`src/rtl/ncl_pkg.sv`:
```
// ncl_pkg: shared dual-rail (NCL) constants, encode/decode helpers and the sequencer state type
package ncl_pkg;

    // Helpers work on up to DR_MAX logical bits; callers size-cast in and out.
    localparam int DR_MAX = 64;

    localparam logic [1:0] DR_NULL  = 2'b00;
    localparam logic [1:0] DR_FALSE = 2'b01;
    localparam logic [1:0] DR_TRUE  = 2'b10;

    typedef enum logic [2:0] {
        IDLE,
        CALC,
        OUT_DATA,
        OUT_NULL,
        ERR
    } state_t;

    // Encode the low w bits of v as dual-rail pairs; pairs above w stay NULL.
    function automatic logic [2*DR_MAX-1:0] dr_encode(input logic [DR_MAX-1:0] v, input int w);
        logic [2*DR_MAX-1:0] e;
        e = '0;
        for (int i = 0; i < DR_MAX; i++) begin
            if (i < w) e[2*i +: 2] = v[i] ? DR_TRUE : DR_FALSE;
        end
        return e;
    endfunction

    // Decode the low w dual-rail pairs of d by their rail-1; only meaningful on a complete word.
    function automatic logic [DR_MAX-1:0] dr_decode(input logic [2*DR_MAX-1:0] d, input int w);
        logic [DR_MAX-1:0] v;
        v = '0;
        for (int i = 0; i < DR_MAX; i++) begin
            if (i < w) v[i] = d[2*i+1];
        end
        return v;
    endfunction

endpackage

```
`src/rtl/dr_complete_detect.sv`:
```
// dr_complete_detect: classifies a dual-rail bus as complete, all-NULL or containing an illegal 11 pair
module dr_complete_detect #(
    parameter int WIDTH = 1
) (
    input  logic [2*WIDTH-1:0] d_i,
    output logic               complete_o,
    output logic               allnull_o,
    output logic               illegal_o
);

    // Every pair one-hot means complete; any pair with both rails set is illegal.
    always_comb begin
        complete_o = 1'b1;
        illegal_o  = 1'b0;
        for (int i = 0; i < WIDTH; i++) begin
            complete_o = complete_o & (d_i[2*i] ^ d_i[2*i+1]);
            illegal_o  = illegal_o | (d_i[2*i] & d_i[2*i+1]);
        end
    end

    assign allnull_o = ~|d_i;

endmodule

```
`src/rtl/compl2_dr_seq.sv`:
```
// compl2_dr_seq: digit-serial dual-rail conditional two's-complement negator with four-phase handshake
module compl2_dr_seq
    import ncl_pkg::*;
#(
    parameter int WIDTH = 8,
    parameter int DIGIT = 2
) (
    input  logic               clk,
    input  logic               rst,
    input  logic [2*WIDTH-1:0] a,
    input  logic [1:0]         sub,
    output logic               ack,
    output logic [2*WIDTH-1:0] r,
    output logic [1:0]         ovf,
    input  logic               r_ack,
    output logic               err
);

    localparam int K  = WIDTH / DIGIT;
    localparam int CW = (K > 1) ? $clog2(K) : 1;
    localparam logic [WIDTH-1:0] MIN_NEG = {1'b1, {(WIDTH-1){1'b0}}};

    state_t           state_q, state_d;
    logic [WIDTH-1:0] op_q, op_d;
    logic [WIDTH-1:0] res_q, res_d;
    logic [CW-1:0]    dig_q, dig_d;
    logic             s_q, s_d;
    logic             carry_q, carry_d;
    logic             null_seen_q, null_seen_d;
    logic             ack_q, ack_d;
    logic             neg_ovf_q, neg_ovf_d;

    logic             complete, allnull, illegal;
    logic [WIDTH-1:0] a_dec;
    logic [DIGIT:0]   sum;

    dr_complete_detect #(
        .WIDTH(WIDTH + 1)
    ) u_det (
        .d_i       ({a, sub}),
        .complete_o(complete),
        .allnull_o (allnull),
        .illegal_o (illegal)
    );

    assign a_dec = WIDTH'(dr_decode((2*DR_MAX)'(a), WIDTH));

    // One digit of (A xor S) + carry; op_q is shifted so its low digit is always the current one.
    assign sum = {1'b0, op_q[DIGIT-1:0] ^ {DIGIT{s_q}}} + {{DIGIT{1'b0}}, carry_q};

    // Next-state logic: capture, digit-serial add, output handshake, error recovery, null tracking.
    always_comb begin
        state_d     = state_q;
        op_d        = op_q;
        res_d       = res_q;
        dig_d       = dig_q;
        s_d         = s_q;
        carry_d     = carry_q;
        null_seen_d = null_seen_q;
        ack_d       = ack_q;
        neg_ovf_d   = neg_ovf_q;
        case (state_q)
            IDLE: begin
                ack_d = 1'b0;
                if (illegal) begin
                    state_d = ERR;
                end else if (complete) begin
                    state_d     = CALC;
                    op_d        = a_dec;
                    res_d       = '0;
                    dig_d       = '0;
                    s_d         = sub[1];
                    carry_d     = sub[1];
                    null_seen_d = 1'b0;
                    ack_d       = 1'b1;
                    neg_ovf_d   = sub[1] && (a_dec == MIN_NEG);
                end
            end
            CALC: begin
                op_d    = op_q >> DIGIT;
                res_d   = (res_q >> DIGIT) | (WIDTH'(sum[DIGIT-1:0]) << (WIDTH - DIGIT));
                carry_d = sum[DIGIT];
                dig_d   = dig_q + 1'b1;
                state_d = (dig_q == CW'(K - 1)) ? OUT_DATA : CALC;
            end
            OUT_DATA: state_d = r_ack ? OUT_NULL : OUT_DATA;
            OUT_NULL: state_d = (!r_ack && null_seen_q) ? IDLE : OUT_NULL;
            ERR:      state_d = allnull ? IDLE : ERR;
            default:  state_d = IDLE;
        endcase
        if ((state_q inside {CALC, OUT_DATA, OUT_NULL}) && allnull) begin
            null_seen_d = 1'b1;
            ack_d       = 1'b0;
        end
    end

    // State and datapath registers with synchronous reset.
    always_ff @(posedge clk) begin
        if (rst) begin
            state_q     <= IDLE;
            op_q        <= '0;
            res_q       <= '0;
            dig_q       <= '0;
            s_q         <= 1'b0;
            carry_q     <= 1'b0;
            null_seen_q <= 1'b0;
            ack_q       <= 1'b0;
            neg_ovf_q   <= 1'b0;
        end else begin
            state_q     <= state_d;
            op_q        <= op_d;
            res_q       <= res_d;
            dig_q       <= dig_d;
            s_q         <= s_d;
            carry_q     <= carry_d;
            null_seen_q <= null_seen_d;
            ack_q       <= ack_d;
            neg_ovf_q   <= neg_ovf_d;
        end
    end

    // Outputs are pure functions of the registered state, so r is never partially DATA.
    assign ack = ack_q;
    assign err = (state_q == ERR);
    assign r   = (state_q == OUT_DATA) ? (2*WIDTH)'(dr_encode(DR_MAX'(res_q), WIDTH)) : '0;
    assign ovf = (state_q == OUT_DATA) ? (neg_ovf_q ? DR_TRUE : DR_FALSE) : DR_NULL;

endmodule

```
`config.mk`:
```
export PLATFORM = sky130hd
export DESIGN_NAME = compl2_dr_seq
export DESIGN_NICKNAME = d
export VERILOG_FILES = /design/src/rtl/ncl_pkg.sv /design/src/rtl/dr_complete_detect.sv /design/src/rtl/compl2_dr_seq.sv
export SDC_FILE = /design/constraint.sdc
export NUM_CORES = 1
export LEC_CHECK = 0
export CELL_PAD_IN_SITES_DETAIL_PLACEMENT = 1
export CELL_PAD_IN_SITES_GLOBAL_PLACEMENT = 1
export CORE_MARGIN = 2
export CORE_UTILIZATION = 39
export CTS_BUF_LIST = sky130_fd_sc_hd__clkbuf_16
export DETAILED_ROUTE_END_ITERATION = 6
export GPL_TIMING_DRIVEN = 1
export MAX_ROUTING_LAYER = met4
export PLACE_DENSITY_LB_ADDON = 0.1
export SYNTH_ARGS = -nofsm -noshare
export SYNTH_HDL_FRONTEND = slang
export SYNTH_HIERARCHICAL = 1
export SYNTH_SLANG_ARGS = --single-unit
export TNS_END_PERCENT = 50
```
`constraint.sdc`:
```
create_clock -name clk -period 3.8 [get_ports clk]
set_clock_uncertainty 0.1 [all_clocks]
set_input_delay 0.76 -clock clk [delete_from_list [all_inputs] [get_ports clk]]
set_output_delay 0.76 -clock clk [all_outputs]
set_load 0.03 [all_outputs]
```
# Word level (Yosys, flattened, before mapping)
# Cells that the tools add are included.
# Widths: inputs -> output; s select.
# word_totals
reg_bits,26
output_inout_bits,20
word_cells,109
# op_classes
addsub,2
n_eq_ne,10
n_mux,36
n_bitwise,37
n_reduce_logical,15
# ops
op,n
$mux 8,4
$pmux 8 s2,2
$mux 2,14
$reduce_or 18->1,1
$and 1x1->1,17
$mux 16,1
$pmux 3 s5,1
$mux 1,9
$mux 3,3
$reduce_and 3->1,3
$xor 1x1->1,9
$eq 8x8->1 const B,1
$or 1x1->1,8
$or 6x8->8,1
$eq 3x2->1 const B,2
$reduce_bool 2->1,3
$ne 2x2->1 const B,2
$pmux 2 s2,1
$add 2x1->3,1
$eq 3x1->1 const B,1
$eq 3x3->1 const B,1
$logic_and 1x1->1,3
$logic_not 3->1,1
$ne 3x3->1 const B,1
9 further kinds,10

# Longest topological paths before layout
# Gate-level depths: netlist (run 1).
# logic_depth
ltp_word,13
depth_mapped,9

# Hierarchy
# Netlist (run 1), hierarchy kept.
# by_module_without_submodules
mod,n_inst,cells_each,area_per_inst_um2
compl2_dr_seq,1,145,1318.8
dr_complete_detect,1,48,352.8

# Worst setup path after synthesis (run 1)
# OpenSTA, ideal clock, no wires.
# synth_timing
path_kind,input to register
startpoint,in a[0]
endpoint,reg dig_q[1]
setup_time_ns,0.128
arrival_ns,2.073
setup_slack_ns,1.499
cell_stages,9
path_buffers,1
cell_sequence,inv_1 ha_1 nand4_1 nor3_1 nor2b_1 o21ai_1 buf_2 a22oi_1 nor2_1
# synth_between
elab_chain_cells,11
elab_cells_between_ends,21
cone_classes,eq/ne: 2; bitwise: 18; reduce/logical: 1
# synth_rtl
item,line,rtl
from (decl),compl2_dr_seq.sv:10,"input logic [2*WIDTH-1:0] a,"
$xor 1x1->1,dr_complete_detect.sv:16,complete_o = complete_o & (d_i[2*i] ^ d_i[2*i+1]);
$and 1x1->1 (8 in series),dr_complete_detect.sv:16,
net complete,compl2_dr_seq.sv:33,"logic complete, allnull, illegal;"
$ne 2x2->1 (no source line),--,
$reduce_and 3->1 (no source line),--,
to (signal assigned),compl2_dr_seq.sv:113,dig_q <= dig_d;
to (decl),compl2_dr_seq.sv:26,"logic [CW-1:0] dig_q, dig_d;"
# The timed path passes the listed nets, and every way through them passes these cells.
# A chain may end at the register's enable or synchronous reset.

# Worst setup path in the final report (run 1)
# layout_timing
startpoint,reg state_q[2]
endpoint,out r[8]
# layout_between
elab_chain_cells,2
# layout_rtl
item,line,rtl
from (decl),compl2_dr_seq.sv:23,"state_t state_q, state_d;"
from (signal assigned),compl2_dr_seq.sv:110,state_q <= state_d;
$eq 3x2->1,compl2_dr_seq.sv:125,"assign r = (state_q == OUT_DATA) ? (2*WIDTH)'(dr_encode(DR_MAX'(res_q), WIDTH)) : '0;"
$mux 16,compl2_dr_seq.sv:125,
to (decl),compl2_dr_seq.sv:13,"output logic [2*WIDTH-1:0] r,"
# No other way between the ends.

==> results.json, run 1 <==
{
  "cp.required_ns": 2.94,
  "numCtsBuffers": 3,
  "synth_most_common_cell": "nor2_1",
  "setup_tns_ns": 0,
  "die_w_um": 69.5,
  "r2r_cells": 4,
  "status": "complete, no violations",
  "synth_edf_count": 0,
  "synth_seq_area_share": 0.311,
  "hold_class": "reg2reg",
  "timing.fmax_mhz": 319,
  "initial_core_util": 0.412,
  "wl_mm": 4.24,
  "antenna_found_initial": 0,
  "cts_tree": "done",
  "hold_buffers": 0,
  "final.min_clock_period_ns": 3.13,
  "grt_pass1_vias": 1541,
  "rsz0062_at_grt": "no",
  "synth-async-reset-ratio": 0,
  "track_usage": 0.195,
  "core-area_um2": 4060,
  "cts.sinks": 26,
  "yosys-top-cells-area": "dfxtp_1 (31%), ha_1 (16%), nor2_1 (7.2%)",
  "place.gp.congestion": 0.802,
  "die_y_um": 69.5,
  "drv_slew": 0,
  "port_buffers": 40,
  "row_count": 23,
  "hold_viol": 0,
  "whs_path_depth": 2,
  "ys_types": 35,
  "yosysTopAreaCellShare": 0.311,
  "dr.pass1.iters": 4,
  "drc_errors": 0,
  "ys_seq_elements": 26,
  "num_antenna_cells": 0,
  "wl_per_cell_um": 15.3,
  "setup_viol": 0,
  "area_delta_synth_final_pct": 28.3,
  "p_per_area_nw_per_um2": 275,
  "yosys.area.top_type": "dfxtp_1",
  "cts_root_buffer": "clkbuf_16",
  "route.vias.total": 1499,
  "arrival_ns": 2.27,
  "clk_transition_reported_paths_ns": 0.07,
  "synth_commonest_cells": "nor2_1 (32), dfxtp_1 (26), ha_1 (21), inv_1 (20), mux2i_1 (10)",
  "cp-start-kind": "flop",
  "period_share": 0.824,
  "place_ws_ns": 0.547,
  "setup_slack_ns": 0.668,
  "syn_area_um2": 1670,
  "cts_resized": 0,
  "overflow": 0,
  "viasPerCell": 5.41,
  "clock_path_buffers": 2,
  "relSlewSlack": 0.429,
  "worst_slew_pin_slew_ns": 0.850,
  "postCtsSetupBuffers": 0,
  "boundaryPins": 41,
  "numPlacedInstances": 274,
  "avgSynthCellArea_um2": 8.66,
  "path_class": "reg2out",
  "grt_max_degree": 19,
  "num-nets-final": 271,
  "fin_cells": 277,
  "drive_above_1_share": 0.0749,
  "grt_pass1_wl_mm": 7.47,
  "drtIter0Drc": 72,
  "max-vdd-ir-drop_uv": 284,
  "htreeDepth": 1,
  "ys_warn_count": 6,
  "dieArea_um2": 4830,
  "p_leak_nw": 0.920,
  "synthesis.instances": 193,
  "clk_latency_ns": 0.26,
  "crit_fanout": 10,
  "syn_nets": 235,
  "worst_setup_path_end_kind": "primary output",
  "ys.flop_type": "dfxtp_1",
  "antenna_left": 0,
  "hpwl_mm": 3.41,
  "maxCapViolations": 0
}
## metal layers
layer	global-route usage	share of wire	vias to the layer above
li1	-	-	732
met1	0.243	0.46	745
met2	0.339	0.51	18
met3	0.0305	0.021	4
met4	0.0283	0.0059	0
met5	-	0	-
## flip-flops by register name (all words and copies together) (netlist names), 2 cells and up
signal / flops
state_q: 3
dig_q: 2
op_q: 8
res_q: 8
## final timing paths
kind	startpoint	to	slack, ns
worst max register to register	state_q[1]	res_q[6]	1.96
worst max-delay path	state_q[2]	r[8]	0.67
worst min register to register	op_q[6]	op_q[6]	0.36
worst min-delay path	op_q[6]	op_q[6]	0.36
## worst max-delay path, cell delays in order (launching register included)
cell and delay, ns:
dfxtp_1 0.42, nor2_1 0.49, nand2_2 0.24, nor2_1 0.17, clkdlybuf4s50_1 0.70
## logic make-up (layout without fill, tap and decap cells)
kind of cell	after synthesis	count (layout)	share of synthesized area
compound gates	29	29	0.141
xor+xnor	2	2	0.0105
fa+ha+maj	21	21	0.157
buf+inv	31	65	0.0928
flops	26	26	0.311
mux	10	10	0.0599
simple gates	74	74	0.227
## layout by cell type (no fill, tap or decap), types with 4 or more instances in the layout
cell,n
a22oi_1,9
inv_1,20
clkdlybuf4s50_1,40
a21oi_1,6
a211oi_2,7
nor3_1,4
mux2i_1,10
ha_1,21
nor4_1,4
nand3b_1,4
and3_1,9
nand2_1,6
dfxtp_1,26
nor2_1,32
## where the power goes
part | switching (mW) | internal (mW)
Sequential | 0.00361 | 0.275
Combinational | 0.0424 | 0.0386
Clock | 0.0914 | 0.139
## metrics by stage
step                power [mW]  utilization  cell area [µm²]  hold slack (ns)
global placement         0.362        0.510             2070            0.342
global route             0.620        0.529             2140            0.399
finish                   0.591        0.529             2140            0.363
detailed placement       0.366        0.510             2070            0.354
floorplan                0.326            -             1670            0.332
CTS                      0.593        0.529             2140            0.366
## cell type report
class	count	area, µm²
clock buffers	3	75.1
fillers	476	1910
inverters	20	75.1
multi-input cells	136	996
flip-flops and latches	26	520
well taps	50	62.6
repair buffers	42	415
(Power assumes the default switching activity.)
==> inputs of run 2 (changes only) <==
- CORE_UTILIZATION: 39 -> 36
- clock period: 3.8 -> 3.1 ns (I/O delays scaled with it)
==> run 2 against run 1 <==
  * Total power increased by 22%
  * Critical path depth decreased by 1
  * Setup slack got worse by 0.45 ns
  * Sequential power increased by 23%
  * Die area increased by 7.8%
  * Final area increased by 1.3%
  * Combinational power increased by 26%
  * Clock-buffer cell count unchanged
  * Sequential share of layout area decreased by 0.31 points
  * Flip-flop and latch count unchanged
  * Global-route usage decreased by 1.4 points
  * Utilization decreased by 3.6 points
==> results.json, run 2 (same netlist as run 1, synthesis figures left out) <==
{
  "status": "complete, no violations",
  "initial_core_util": 0.379,
  "postLayoutCellArea_um2": 2170,
  "hold_buffers": 0,
  "grt_max_degree": 28,
  "die_y_um": 72.1,
  "wl_mm": 4.39,
  "p_int_mw": 0.557,
  "crit_chain": "nand2_2 > nor2_1 > clkdlybuf4s50_1",
  "row_count": 24,
  "swShare": 0.224,
  "timing.rr.start": "state_q[1]",
  "whs_path_depth": 2,
  "htreeDepth": 1,
  "grt_pass1_wl_mm": 7.27,
  "top_usage_layer": "met2",
  "period_share": 0.930,
  "hpwl_mm": 3.48,
  "final.min_clock_period_ns": 2.88,
  "clk_transition_reported_paths_ns": 0.06,
  "p_leak_nw": 0.936,
  "postCtsSetupBuffers": 0,
  "crit_buf_inv": 1,
  "path_delay_family": "flip-flops",
  "clk_latency_ns": 0.25,
  "drtIter0Drc": 57,
  "route.vias.total": 1453,
  "drv_slew": 0,
  "drc_errors": 0,
  "dr.pass1.iters": 4,
  "wl_per_cell_um": 15.6,
  "setup_viol": 0,
  "antenna_found_initial": 0,
  "viasPerCell": 5.15,
  "clock_path_buffers": 2,
  "rsz0062_at_grt": "no",
  "p_comb_frac": 0.142,
  "cp-start-kind": "flop",
  "max-vdd-ir-drop_uv": 288,
  "grt_util_met2": 0.322,
  "hp-start": "op_q[7]",
  "r2r_end": "res_q[0]",
  "place.gp.congestion": 0.790,
  "cts.sinks": 26,
  "reg.largest.list": "op_q x8, res_q x8, state_q x3",
  "p_per_area_nw_per_um2": 331,
  "antenna_left": 0,
  "num_antenna_cells": 0,
  "timing.fmax_mhz": 347,
  "dieArea_um2": 5200,
  "critPathMaxStageDelay_ns": 0.78,
  "cts_tree": "done",
  "grtUsageMet3": 0.0333,
  "hold_class": "reg2reg",
  "rrSetupSlack_ns": 1.26,
  "track_usage": 0.181,
  "seqPwrFrac": 0.477,
  "power.switching_mw": 0.161,
  "hold_viol": 0,
  "cp.required_ns": 2.38,
  "setup_tns_ns": 0,
  "maxCapViolations": 0,
  "relSlewSlack": 0.441,
  "place_area_um2": 2090,
  "clockPowerShare": 0.382,
  "drive_above_1_share": 0.0913,
  "core-area_um2": 4410,
  "r2r_cells": 4,
  "crit_fanout": 18,
  "worst_setup_path_end_kind": "primary output",
  "area_delta_synth_final_pct": 29.9,
  "die_w_um": 72.1,
  "path_class": "reg2out",
  "port_buffers": 40,
  "overflow": 0,
  "grt_pass1_vias": 1531,
  "crit_slowest_cell": "dfxtp_1",
  "final_common_cell": "clkdlybuf4s50_1",
  "boundaryPins": 41,
  "arrival_ns": 2.16,
  "worst_slew_pin_slew_ns": 0.832,
  "cts_root_buffer": "clkbuf_16",
  "hold_end": "op_q[7]",
  "num-nets-final": 274,
  "mostFrequentLayoutCells": "clkdlybuf4s50_1 (40), nor2_1 (31), dfxtp_1 (26)",
  "numCtsBuffers": 3,
  "gr-usage-met1": 0.217
}
[run 2: tightest hold or removal path, cell delays in order (launching register included)]
cell and delay [ns]:
dfxtp_1 0.31, nand2_1 0.05, a21oi_1 0.05
[run 2: area by class of cell]
type	instances	area, µm²
Fill cell	530	2240
Multi-Input combinational cell	136	998
Sequential cell	26	520
Timing Repair Buffer	45	438
Clock buffer	3	75.1
Inverter	20	75.1
Tap cell	52	65.1
[run 2: power by group through the flow]
stage / clock network, mW / logic, mW / registers [mW]
final: 0.274 / 0.102 / 0.342
after CTS: 0.283 / 0.103 / 0.342
after global placement: 0 / 0.0967 / 0.349
after floorplan: 0 / 0.0536 / 0.346
after detailed placement: 0 / 0.102 / 0.350
after global routing: 0.294 / 0.113 / 0.343
[run 2: metrics by stage]
step,hold WS (ns),setup slack [ns],power [mW],utilization,instances
floorplan,0.332,0.939,0.400,-,193
global placement,0.351,0.132,0.446,0.474,279
detailed placement,0.355,0.0780,0.452,0.474,279
CTS,0.369,0.0824,0.728,0.491,282
global route,0.399,0.0600,0.749,0.492,282
finish,0.363,0.216,0.718,0.492,282
[run 2: worst max path at each step]
| stage | startpoint | end | slack (ns) | cells past startpoint |
|---|---|---|---|---|
| 6_report | state_q[1] | r[10] | 0.22 | 3 |
| 5_1_grt | sub[1] | res_q[3] | 0.06 | 9 |
| 4_1_cts | state_q[2] | r[10] | 0.08 | 4 |
| 3_5_place_dp | sub[1] | res_q[0] | 0.08 | 9 |
| 3_3_place_gp | sub[1] | res_q[3] | 0.13 | 9 |
| 2_1_floorplan | a[0] | dig_q[1] | 0.94 | 9 |
[run 2: timing repair]
| action | CTS | global route |
|---|---|---|
| setup endpoints to repair | 0 | 9 |
| resized for setup | 0 | 1 |
| endpoints found under the hold margin | 0 | 0 |
[run 2: metal layers]
metal  routed length [µm]  vias to the layer above
li1                     -                      733
met1                 1970                      699
met2                 2290                       19
met3                  115                        2
met4                   20                        0
met5                    0                        -
